[config.mk]
export PLATFORM = sky130hd
export DESIGN_NAME = spi_led_ctrl
export DESIGN_NICKNAME = d
export VERILOG_FILES = /design/src/rtl/spi_led_ctrl.sv
export SDC_FILE = /design/constraint.sdc
export NUM_CORES = 1
export LEC_CHECK = 0
export BUFFER_PORTS_ARGS = -buffer_cell sky130_fd_sc_hd__buf_2
export CAP_MARGIN = 15
export CORE_ASPECT_RATIO = 0.5
export CORE_UTILIZATION = 50
export CTS_CLUSTER_SIZE = 28
export DETAILED_ROUTE_END_ITERATION = 6
export PLACE_DENSITY = 0.77
export SLEW_MARGIN = 20
export SYNTH_ARGS = -nofsm -noshare
export SYNTH_HDL_FRONTEND = slang
export SYNTH_SLANG_ARGS = --single-unit
[constraint.sdc]
create_clock -name clk -period 2.3 [get_ports clk]
set_input_delay 0.69 -clock clk [delete_from_list [all_inputs] [get_ports clk]]
set_output_delay 0.69 -clock clk [all_outputs]
set_load 0.05 [all_outputs]
[src/rtl/spi_led_ctrl.sv]
// SPI command receiver: synchronizes sck/sdi/cs into clk, frames and validates commands, drives LED.
// Build option SPI_LED_HOLD_EN: LED keeps the last accepted pattern across shifts and rejected frames.
module spi_led_ctrl #(
    parameter int unsigned FRAME_BITS  = 8,
    parameter int unsigned SYNC_STAGES = 2
) (
    input  logic                  clk,
    input  logic                  reset,
    input  logic                  sck,
    input  logic                  sdi,
    input  logic                  cs,
    output logic [2:0]            LED,
    output logic [FRAME_BITS-1:0] rx_data,
    output logic                  frame_valid,
    output logic                  frame_err,
    output logic                  busy,
    output logic [7:0]            frame_cnt
);
    localparam int unsigned CNT_W  = $clog2(FRAME_BITS + 2);
    localparam int unsigned WARM_W = $clog2(SYNC_STAGES + 2);
    localparam logic [CNT_W-1:0]      CNT_FULL  = CNT_W'(FRAME_BITS);
    localparam logic [CNT_W-1:0]      CNT_OVR   = CNT_W'(FRAME_BITS + 1);
    localparam logic [WARM_W-1:0]     WARM_DONE = WARM_W'(SYNC_STAGES + 1);
    localparam logic [FRAME_BITS-1:0] RSV_MASK  =
        FRAME_BITS'((64'd1 << (FRAME_BITS - 3)) - 64'd1);

    typedef enum logic [1:0] {IDLE, SHIFT, CHECK, DISPLAY} state_e;

    logic [SYNC_STAGES-1:0] sck_sync_q, sdi_sync_q, cs_sync_q;
    logic                   sck_hist_q, cs_hist_q;
    logic [WARM_W-1:0]      warm_q;

    // Pin synchronizers plus history flops; warm_q masks the edges the cleared chain would fake after reset.
    always_ff @(posedge clk or negedge reset) begin
        if (!reset) begin
            sck_sync_q <= '0;
            sdi_sync_q <= '0;
            cs_sync_q  <= '0;
            sck_hist_q <= 1'b0;
            cs_hist_q  <= 1'b0;
            warm_q     <= '0;
        end else begin
            sck_sync_q <= {sck_sync_q[SYNC_STAGES-2:0], sck};
            sdi_sync_q <= {sdi_sync_q[SYNC_STAGES-2:0], sdi};
            cs_sync_q  <= {cs_sync_q[SYNC_STAGES-2:0], cs};
            sck_hist_q <= sck_sync_q[SYNC_STAGES-1];
            cs_hist_q  <= cs_sync_q[SYNC_STAGES-1];
            if (warm_q != WARM_DONE) begin
                warm_q <= warm_q + WARM_W'(1);
            end
        end
    end

    logic sync_ok, sck_rise, cs_rise, cs_fall, sdi_s, accept;
    assign sync_ok  = (warm_q == WARM_DONE);
    assign sdi_s    = sdi_sync_q[SYNC_STAGES-1];
    assign sck_rise = sync_ok &  sck_sync_q[SYNC_STAGES-1] & ~sck_hist_q;
    assign cs_rise  = sync_ok &  cs_sync_q[SYNC_STAGES-1]  & ~cs_hist_q;
    assign cs_fall  = sync_ok & ~cs_sync_q[SYNC_STAGES-1]  &  cs_hist_q;

    state_e                state_q, state_d;
    logic [FRAME_BITS-1:0] sreg_q, sreg_d;
    logic [CNT_W-1:0]      cnt_q, cnt_d;
    logic [2:0]            led_q, led_d;
    logic [FRAME_BITS-1:0] rx_q, rx_d;
    logic                  valid_q, valid_d;
    logic                  err_q, err_d;
    logic                  busy_q, busy_d;
    logic [7:0]            fcnt_q, fcnt_d;

    assign accept = (cnt_q == CNT_FULL) && ((sreg_q & RSV_MASK) == '0);

    always_ff @(posedge clk or negedge reset) begin
        if (!reset) begin
            state_q <= IDLE;
            sreg_q  <= '0;
            cnt_q   <= '0;
            led_q   <= '0;
            rx_q    <= '0;
            valid_q <= 1'b0;
            err_q   <= 1'b0;
            busy_q  <= 1'b0;
            fcnt_q  <= '0;
        end else begin
            state_q <= state_d;
            sreg_q  <= sreg_d;
            cnt_q   <= cnt_d;
            led_q   <= led_d;
            rx_q    <= rx_d;
            valid_q <= valid_d;
            err_q   <= err_d;
            busy_q  <= busy_d;
            fcnt_q  <= fcnt_d;
        end
    end

    always_comb begin
        state_d = state_q;
        sreg_d  = sreg_q;
        cnt_d   = cnt_q;
        led_d   = led_q;
        rx_d    = rx_q;
        valid_d = 1'b0;
        err_d   = 1'b0;
        fcnt_d  = fcnt_q;
        case (state_q)
            IDLE: begin
                if (cs_rise) begin
                    state_d = SHIFT;
                    sreg_d  = '0;
                    cnt_d   = '0;
                end
            end
            SHIFT: begin
                // A bit arriving with the cs fall is still captured before CHECK.
                if (sck_rise) begin
                    sreg_d = {sreg_q[FRAME_BITS-2:0], sdi_s};
                    if (cnt_q != CNT_OVR) begin
                        cnt_d = cnt_q + CNT_W'(1);
                    end
                end
                if (cs_fall) begin
                    state_d = CHECK;
                end
            end
            CHECK: begin
                state_d = DISPLAY;
                if (accept) begin
                    rx_d    = sreg_q;
                    led_d   = sreg_q[FRAME_BITS-1:FRAME_BITS-3];
                    valid_d = 1'b1;
                    fcnt_d  = fcnt_q + 8'd1;
                end else begin
                    err_d = 1'b1;
`ifdef SPI_LED_HOLD_EN
                    led_d = led_q;
`else
                    led_d = '0;
`endif
                end
            end
            DISPLAY: begin
                if (cs_rise) begin
                    state_d = SHIFT;
                    sreg_d  = '0;
                    cnt_d   = '0;
`ifdef SPI_LED_HOLD_EN
                    led_d   = led_q;
`else
                    led_d   = '0;
`endif
                end
            end
            default: state_d = IDLE;
        endcase
        busy_d = (state_d == SHIFT) || (state_d == CHECK);
    end

    assign LED         = led_q;
    assign rx_data     = rx_q;
    assign frame_valid = valid_q;
    assign frame_err   = err_q;
    assign busy        = busy_q;
    assign frame_cnt   = fcnt_q;

endmodule

Word-level counts from Yosys, hierarchy flattened
Cells that the tools add are included.

Multiplexer cells: 17. Div/mod/pow operators: 0. Bitwise operators: 9. $mul: 0. Reductions and logical operators: 11. $lt $le $gt $ge: 0. Add/subtract/negate cells: 3. Eq/ne operators: 13. Shift-type cells: 0.

Operators by type and width (count): 2-to-1 mux 8 bit (2); case mux 8 bit (2 select lines) (1); 2-to-1 mux 4 bit (3); adder 8 x 1 -> 8 bit, second input constant (1); == test 2 bit, second input constant (4); logical NOT 8 bit (1); inequality test 2 bit, second input constant (4); case mux 4 bit (2 select lines) (1); bitwise AND 1 bit (6); 2-to-1 mux 3 bit (2); case mux 2 bit (3 select lines) (1); case mux 3 bit (2 select lines) (1); adder 4 x 1 -> 4 bit, second input constant (1); == test 2 x 1 -> 1 bit, second input constant (2); == test 4 bit, second input constant (1); 2-to-1 mux 1 bit (4); 2-to-1 mux 2 bit (2); inequality test 4 bit, second input constant (1); AND reduction 2 bit (2); AND reduction 4 bit (1); nonzero test 2 bit (2); inverter 1 bit (3); AND reduction 3 bit (1); adder 2 x 1 -> 2 bit, second input constant (1); 5 further kinds (5).

Bits in latches: 0. Flip-flop bits (word level): 46. Output and inout port bits: 22. Memory bits (writable): 0. Logic and storage cells: 68. Bits in read-only memories: 0. Memories kept: 0.

Depth between registers and ports, before layout
Gate-level depths: netlist of the first run.

Depth after elaboration: 7. Gate-level depth with buffers: 7. Mapped depth without buffers: 6.

Least setup slack after synthesis of the first run
No wires, ideal clock.

Path type: reg-to-reg. From: reg state_q[0]. To: reg sreg_q[0]. Required time: 2.175 ns. Library setup time: 0.125 ns. Arrival time: 1.617 ns. Clock period less this slack: 1.742 ns. Stages on the path, launching flop included: 6. Path buffers: 0. Slack: 0.558 ns. Cell sequence: dfrtp_1 > inv_1 > ha_1 > a21o_1 > a21oi_4 > mux2_2.

Cells in the longest elaborated chain, start to end: 4. Elaborated cells between the ends (all ways): 9.

RTL lines: start: declaration (line 61) `state_e state_q, state_d;`; start signal: assignment (line 85) `state_q <= state_d;`; == test 2 bit or logical NOT 2 bit (tied branches) (line 106) `case (state_q)`; OR reduction 2 bit (no source line); inequality test 2 x 1 -> 1 bit (no source line) or nonzero test 2 bit (tied branches); AND reduction 3 bit (no source line); end signal: assignment (line 86) `sreg_q <= sreg_d;`; end: declaration (line 62) `logic [FRAME_BITS-1:0] sreg_q, sreg_d;`.

Parallel ways exist; a longest one is shown, timed or not. A chain may end at the register's enable or synchronous reset.

Worst setup path in the final report of the first run
From: reg warm_q[0]. To: reg sreg_q[0].

Cells in the longest elaborated chain, start to end: 5. Elaborated cells between the ends (all ways): 8.

RTL lines: start: declaration (line 31) `logic [WARM_W-1:0] warm_q;`; start signal: assignment (line 49) `warm_q <= warm_q + WARM_W'(1);`; == test 2 bit (*) (line 55) `assign sync_ok = (warm_q == WARM_DONE);`; bitwise AND 1 bit (on tied branches) (2 in a row) (line 57, 58); inequality test 2 bit (no source line) or inequality test 2 x 1 -> 1 bit (tied branches); AND reduction 3 bit (no source line) (*).

Every way passes the cells marked *; elsewhere a longest branch is shown, timed or not.

==> impl_results.md, run 1 <==
- Crit Path Class: reg -> reg
- R2R depth: 5
- Commonest register cell after synthesis: dfrtp_1
- Final Skew: 0.00283 ns
- Syn Inst Count: around 150
- Syn Nets: 167
- CP startpoint kind: flip-flop
- RSZ-0062 raised after global routing: no
- Setup_tns: 0 ns
- Worst EP required: 2.49 ns
- Outcome: finished clean
- Initial Util: 54.8%
- Min Hold Slack: around 0.35 ns
- Routability cong.: 0.824
- Latest clock arrival within the worst-skew pair: about 0.30 ns
- Port bufs: 26
- Nets: roughly 200
- Worst Path Max Fanout: 8
- Top-count cell post-synth: dfrtp_1
- Slowest stage delay, CP: 0.38 ns
- Syn_area_per_cell: 12.9 um^2
- FF+latch count, synth: 46
- Number of buffers inserted by hold repair at cts: 0
- CTS Sinks: 46
- Rows: 15
- WP data arrival: ~2.1 ns
- DR pass1 iterations: 4
- MaxCap Viol Count: 0
- Die Ht: 46.4 um
- TritonCTS Buffers: 5
- Die Wd: 90.8 um
- Ports: 27
- Cell breakdown of the critical path: ha_1 > nand3b_2 > a21o_1 > a21oi_4 > mux2_2
- Worst VDD drop: 632 uV
- Die footprint: about 4200 um^2
- Minimum clock period: 1.87 ns
- Clk buf depth: 2
- Ranking of synthesized cells by area: dfrtp_1 58%, mux2_2 8.0%, ha_1 5.7%
- Ys async rst share: 100%
- DRC viols: 0
- WHS Path Cells: 0
- Startpoint of the worst hold path: sck_sync_q[0]
- Final core utilization: 63.7%
- Worst-path clk slew: about 0.080 ns
- Synth area leader: dfrtp_1
- Most frequent cells after synthesis: 46 x dfrtp_1, 14 x mux2_2, 9 x ha_1, 9 x nor2_1, 9 x nor2b_1
- Vias per std cell: approximately 5.2
- Hold Path Sink: sck_sync_q[1]
- Area delta synth->final: 16.4%
- Area of the core: between 3000 and 4000 um^2
- Synthesis warning total: 0
- Slew Viols, Final: 0
- Tcrit/Tclk final: 81.5%
- Root Buffer: clkbuf_8
- Drt wl/cell: 14.1 um
- Reg2reg end: sreg_q[0]
- First-pass GRT wire length: 5580 um
- Total Wirelength: 3370 um
- CP Capture Type: flip-flop
- Routed Antenna Nets: 0
- DP Area: 2180 um^2
- Iter 0 DRT Violations: 69
- Post-synth top area share: 58.3%
- Final Cell Area: 2300 um^2
- Synth cell types: 39
- Global route overflow: 0
- Mapped Area: 1970 um^2
- Post-CTS setup buffer count: 0
- HPWL after detailed placement: 2360 um
- Vias in the first global route: 1187
- Power density cells: 1030 nW/um^2
- Final setup vio count: 0
- Total GRT Usage: 18.0%
- H-tree depth: 2
- Post_cts resized: 0
- Flop2flop setup slack: 0.43 ns
- Fin. Hold Viols: 0
- Fraction of layout cells with a size suffix above 1: a little under a third
- Top achievable clock speed: 533 MHz
- Pleak: around 1.2 nW
- CP max-delay cell: dfrtp_1
- Pin count of the biggest net entering global routing: 26
- Post-synth EDFFs: 0
- Worst slew pin tran: 0.530 ns
- Via count: 1246
- Sequential area share after synthesis: between 50% and 60%
- Hold Crit Class: reg -> reg
- Worst r2r src: warm_q[0]
- TritonCTS clock tree: yes
- Worst slew margin: 64.6%
- Initial antenna violation count: 0
- Overall power: between 0.002 and 0.0025 W
- Antenna Cells: 0
[state kept, by name, summed over array words and instances, names as in the netlist, 2 cells and up]
signal	flops
LED	3
cnt_q	4
cs_sync_q	2
frame_cnt	8
rx_data	8
sck_sync_q	2
sdi_sync_q	2
sreg_q	8
state_q	2
warm_q	2
[kinds of logic after synthesis]
| group | share of synthesized area (%) |
|---|---|
| xor gates and xnor gates | 3.55 |
| DFF | 58.3 |
| buffers and inverters | 1.78 |
| muxes | 7.99 |
| and+or+nand+nor | 15.0 |
| adders and majority gates | 5.71 |
| AOI/OAI and AO/OA | 7.67 |
[cell usage in the layout, fill, tap and decap left out, types with 2 or more instances in the layout]
cell type | netlist | layout
inv_1 | 6 | 6
buf_4 | 0 | 4
and2_1 | 6 | 6
a22o_1 | 3 | 3
o21a_1 | 2 | 2
nor2_1 | 9 | 9
clkbuf_8 | 0 | 5
nand3_1 | 5 | 5
ha_1 | 9 | 9
nand2_1 | 2 | 2
and3_1 | 3 | 3
xnor2_1 | 5 | 5
buf_2 | 1 | 26
nand2b_1 | 2 | 2
xor2_1 | 3 | 3
a21oi_1 | 2 | 2
mux2_2 | 14 | 14
o21ai_0 | 3 | 3
nand3b_2 | 2 | 2
nor2b_1 | 9 | 9
dfrtp_1 | 46 | 46
[per-layer routing]
metal | wire (um) | share of wire [%] | GRT usage (%) | vias up
met4 | 42 | 1.2 | 8.57 | 0
met5 | 0 | 0 | 0 | -
met1 | 1670 | 49 | 23.9 | 612
met2 | 1530 | 45 | 28.9 | 30
met3 | 129 | 3.8 | 4.46 | 6
li1 | - | - | - | 598
[how the worst max path moves through the flow]
stage / startpoint / to / slack (ns) / cells after the start
2_1_floorplan: state_q[0] / sreg_q[0] / 0.56 / 5
3_3_place_gp: state_q[0] / sreg_q[1] / 0.51 / 5
3_5_place_dp: warm_q[0] / sreg_q[0] / 0.43 / 5
4_1_cts: warm_q[0] / sreg_q[2] / 0.42 / 5
5_1_grt: state_q[0] / sreg_q[7] / 0.32 / 5
6_report: warm_q[0] / sreg_q[0] / 0.43 / 5
[cell type report]
class	count	area [um^2]
tap	51	63.8
clock inverter	3	43.8
sequential	46	1150
clock buffer	5	68.8
fill	283	1310
multi-input combinational	98	787
timing repair buffer	30	160
inverter	6	22.5
[worst max-delay path: cells and delay by family, from the launching register on]
family | cells | cell delay [ns]
fa+ha+maj | 1 | 0.30
mux | 1 | 0.37
simple gates | 1 | 0.16
flops | 1 | 0.38
compound gates | 2 | 0.55
[report_power, final]
group | internal (W) | switching (W) | leakage (nW)
Sequential | 0.000901 | 0.0000800 | 0.604
Combinational | 0.000310 | 0.000463 | 0.530
Clock | 0.000326 | 0.000281 | 0.0585
Total | 0.00154 | 0.000824 | 1.19
[metrics by stage]
step / setup slack, ns / instances
floorplan: 0.558 / 153
global placement: 0.508 / 231
detailed placement: 0.427 / 231
CTS: 0.415 / 239
global route: 0.316 / 239
finish: 0.425 / 239
Note: power is estimated with default switching activity, not from simulation.
==> run 2, diff against run 1 <==
ABC_AREA = 1   (was default)
PLACE_DENSITY = 0.79   (was 0.77)
clock period = 1.55 ns   (was 2.3 ns; I/O delays follow)
==> impl_results.md, run 2 <==
- Final Skew: 0.00858 ns (+0.00575 ns)
- Post-synth top area share: 52.0% (-6.4 points)
- Root Buffer: clkbuf_8
- Tcrit/Tclk final: 96.0% (+15 points)
- Area delta synth->final: 16.1%
- Syn Nets: 248 (+49%)
- Mapped Area: 2210 um^2 (+12%)
- Final core utilization: 63.3% (-0.48 points)
- Worst slew margin: 72.7% (+8.0 points)
- Top-count cell post-synth: nand2_1
- Synth Area in XOR/XNOR: 2.77% (-0.78 points)
- CTS Sinks: 46 (unchanged)
- Iter 0 DRT Violations: 54 (-22%)
- Adder-Cell Fraction of Synth Area: 5.08% (-0.62 points)
- Commonest register cell after synthesis: dfrtp_1
- Clk buf depth: 2 (unchanged)
- Ports: 27 (unchanged)
- Total Wirelength: 4110 um (+22%)
- Met2 Routed Length: 2020 um (+32%)
- Minimum clock period: 1.49 ns (-0.386 ns)
- Ys async rst share: 100% (unchanged)
- Power density cells: 1590 nW/um^2 (+55%)
- Crit Path Class: reg -> reg
- Worst slew pin tran: 0.410 ns (-0.121 ns)
- Main combinational cell family by area after synthesis: simple AND/OR/NAND/NOR gates
- Most common cell after layout, fill and taps aside: nand2_1
- Worst EP required: 1.79 ns (-0.70 ns)
- DRC viols: 0 (unchanged)
- TritonCTS clock tree: yes
- Wire length on met3: 117 um (-9.3%)
- Outcome: finished clean
- Synthesis warning total: 0 (unchanged)
- WP data arrival: 1.73 ns (-0.34 ns)
- Sequential area share after synthesis: 52.0% (-6.4 points)
- Top sig layer: met4
- Finished Layout Cells: 326 (+36%)
- TritonCTS Buffers: 5 (unchanged)
- Vias per std cell: 4.99 (-4.3%)
- Synth cell types: 24 (-38%)
- Commonest cells after routing, fill and taps aside: 63 x nand2_1, 45 x dfrtp_1, 35 x inv_1
- Top achievable clock speed: 672 MHz (+26%)
- Initial antenna violation count: 0 (unchanged)
- CP Capture Type: flip-flop
- Drt wl/cell: 12.6 um (-11%)
- Routed Antenna Nets: 0 (unchanged)
- Slew Viols, Final: 0 (unchanged)
- Compound-gate portion of the synthesized area: 5.03% (-2.6 points)
- Final Cell Area: 2570 um^2 (+12%)
- Ranking of synthesized cells by area: dfrtp_1 52%, nand2_1 11%, inv_1 5.9%
- Worst VDD drop: 720 uV (+14%)
- Rows: 16 (+1)
- Port bufs: 26 (unchanged)
- Vias in the first global route: 1571 (+32%)
- Pleak: 1.42 nW (+19%)
- Routability cong.: 0.825 (+0.15%)
- DP Area: 2400 um^2 (+9.9%)
- Mux cell area share after synthesis: 0.508% (-7.5 points)
- Die Wd: 96.1 um (+5.8%)
- Syn_area_per_cell: 9.46 um^2 (-27%)
- DR pass1 iterations: 4 (unchanged)
- Global route overflow: 0 (unchanged)
- Pin count of the biggest net entering global routing: 47 (+81%)
- Worst r2r src: warm_q[0]
- Area of the core: 4060 um^2 (+13%)
- Hold Crit Class: in -> async
- H-tree depth: 2 (unchanged)
- Synth area leader: dfrtp_1
- Setup_tns: 0 ns (unchanged)
- Die Ht: 49.1 um (+5.7%)
- Antenna Cells: 0 (unchanged)
- MaxCap Viol Count: 0 (unchanged)
- CP startpoint kind: flip-flop
- Initial Util: 54.5% (-0.26 points)
- Met1 WL: 1900 um (+14%)
- Final setup vio count: 0 (unchanged)
- FF+latch count, synth: 46 (unchanged)
- Crit. Startpoint: warm_q[0]
- First-pass GRT wire length: 6800 um (+22%)
- Post-Synth Simple-Gate Area: 26.1% (+11 points)
- HPWL after detailed placement: 2880 um (+22%)
- Number of buffers inserted by hold repair at cts: 0 (unchanged)
- Worst Path Max Fanout: 12 (+4)
- Fin. Hold Viols: 0 (unchanged)
- Worst-path clk slew: 0.09 ns (about the same)
- Placed insts: 314 (+36%)
- Post-synth EDFFs: 0 (unchanged)
- Total GRT Usage: 19.4% (+1.4 points)
- Via count: 1626 (+30%)
- Latest clock arrival within the worst-skew pair: 0.30 ns (about the same)
- Nets: 285 (+42%)
- Die footprint: 4720 um^2 (+12%)
- Most frequent cells after synthesis: 63 x nand2_1, 46 x dfrtp_1, 35 x inv_1
- Fraction of layout cells with a size suffix above 1: 25.0% (-6.4 points)
- Syn Inst Count: 234 (+53%)
run 2: cell type report:
cell class              count  area [um^2]
repair buffers             34          218
inverters                  36          135
fillers                   320         1490
well taps                  54         67.6
flip-flops and latches     46         1150
clock buffers               5         68.8
multi-input cells         148          890
clock inverters             3         40.0
run 2: per-layer routing:
metal  track usage (%)  vias to the layer above
met1              24.3                      782
met5                 0                        -
met4              7.21                        0
met2              32.7                       27
li1                  -                      807
met3              4.67                       10
run 2: power by group:
part,internal (W),total [W],switching [W]
logic,0.000598,0.00177,0.00118
clock network,0.000475,0.000871,0.000396
registers,0.00135,0.00145,0.0000992
total,0.00242,0.00409,0.00167
run 2: worst max-delay path, stage by stage (launching register included):
cell     delay, ns
dfrtp_1       0.39
ha_2          0.27
nand3_1       0.13
nand2_2       0.11
nand2_4       0.07
nor2_8        0.18
buf_4         0.15
nand3_2       0.06
o21ai_2       0.07
run 2: per-stage QoR:
step | power (W) | setup slack (ns) | hold WS (ns)
4_1_cts | 0.00393 | 0.000205 | 0.132
3_5_place_dp | 0.00305 | 0.0357 | 0.340
5_1_grt | 0.00435 | -0.0471 | 0.152
6_report | 0.00409 | 0.0614 | 0.130
3_3_place_gp | 0.00298 | 0.136 | 0.335
2_1_floorplan | 0.00286 | 0.106 | 0.169
run 2: path summary, 6_finish.rpt:
kind / slack [ns] / end / depth (start not counted)
worst max-delay path: 0.06 / sreg_q[7] / 8
worst min-delay path: 0.13 / rx_data[5] / 2
worst max register to register: 0.06 / sreg_q[7] / 8
worst min register to register: 0.35 / sdi_sync_q[1] / 0
max in group asynchronous: 1.20 / frame_cnt[4] / 2
min in group clk: 0.27 / sck_sync_q[0] / 1
run 2: logic make-up after synthesis:
group                      count (synthesis)
and+or+nand+nor                          113
DFF                                       46
buffers and inverters                     40
AOI/OAI and AO/OA                         18
adders and majority gates                  9
xor gates and xnor gates                   7
muxes                                      1
run 2: what timing repair did:
action                     4_1_cts  5_1_grt
gates resized for setup          0        4
setup endpoints to repair        0       12
buffers inserted                 0        4
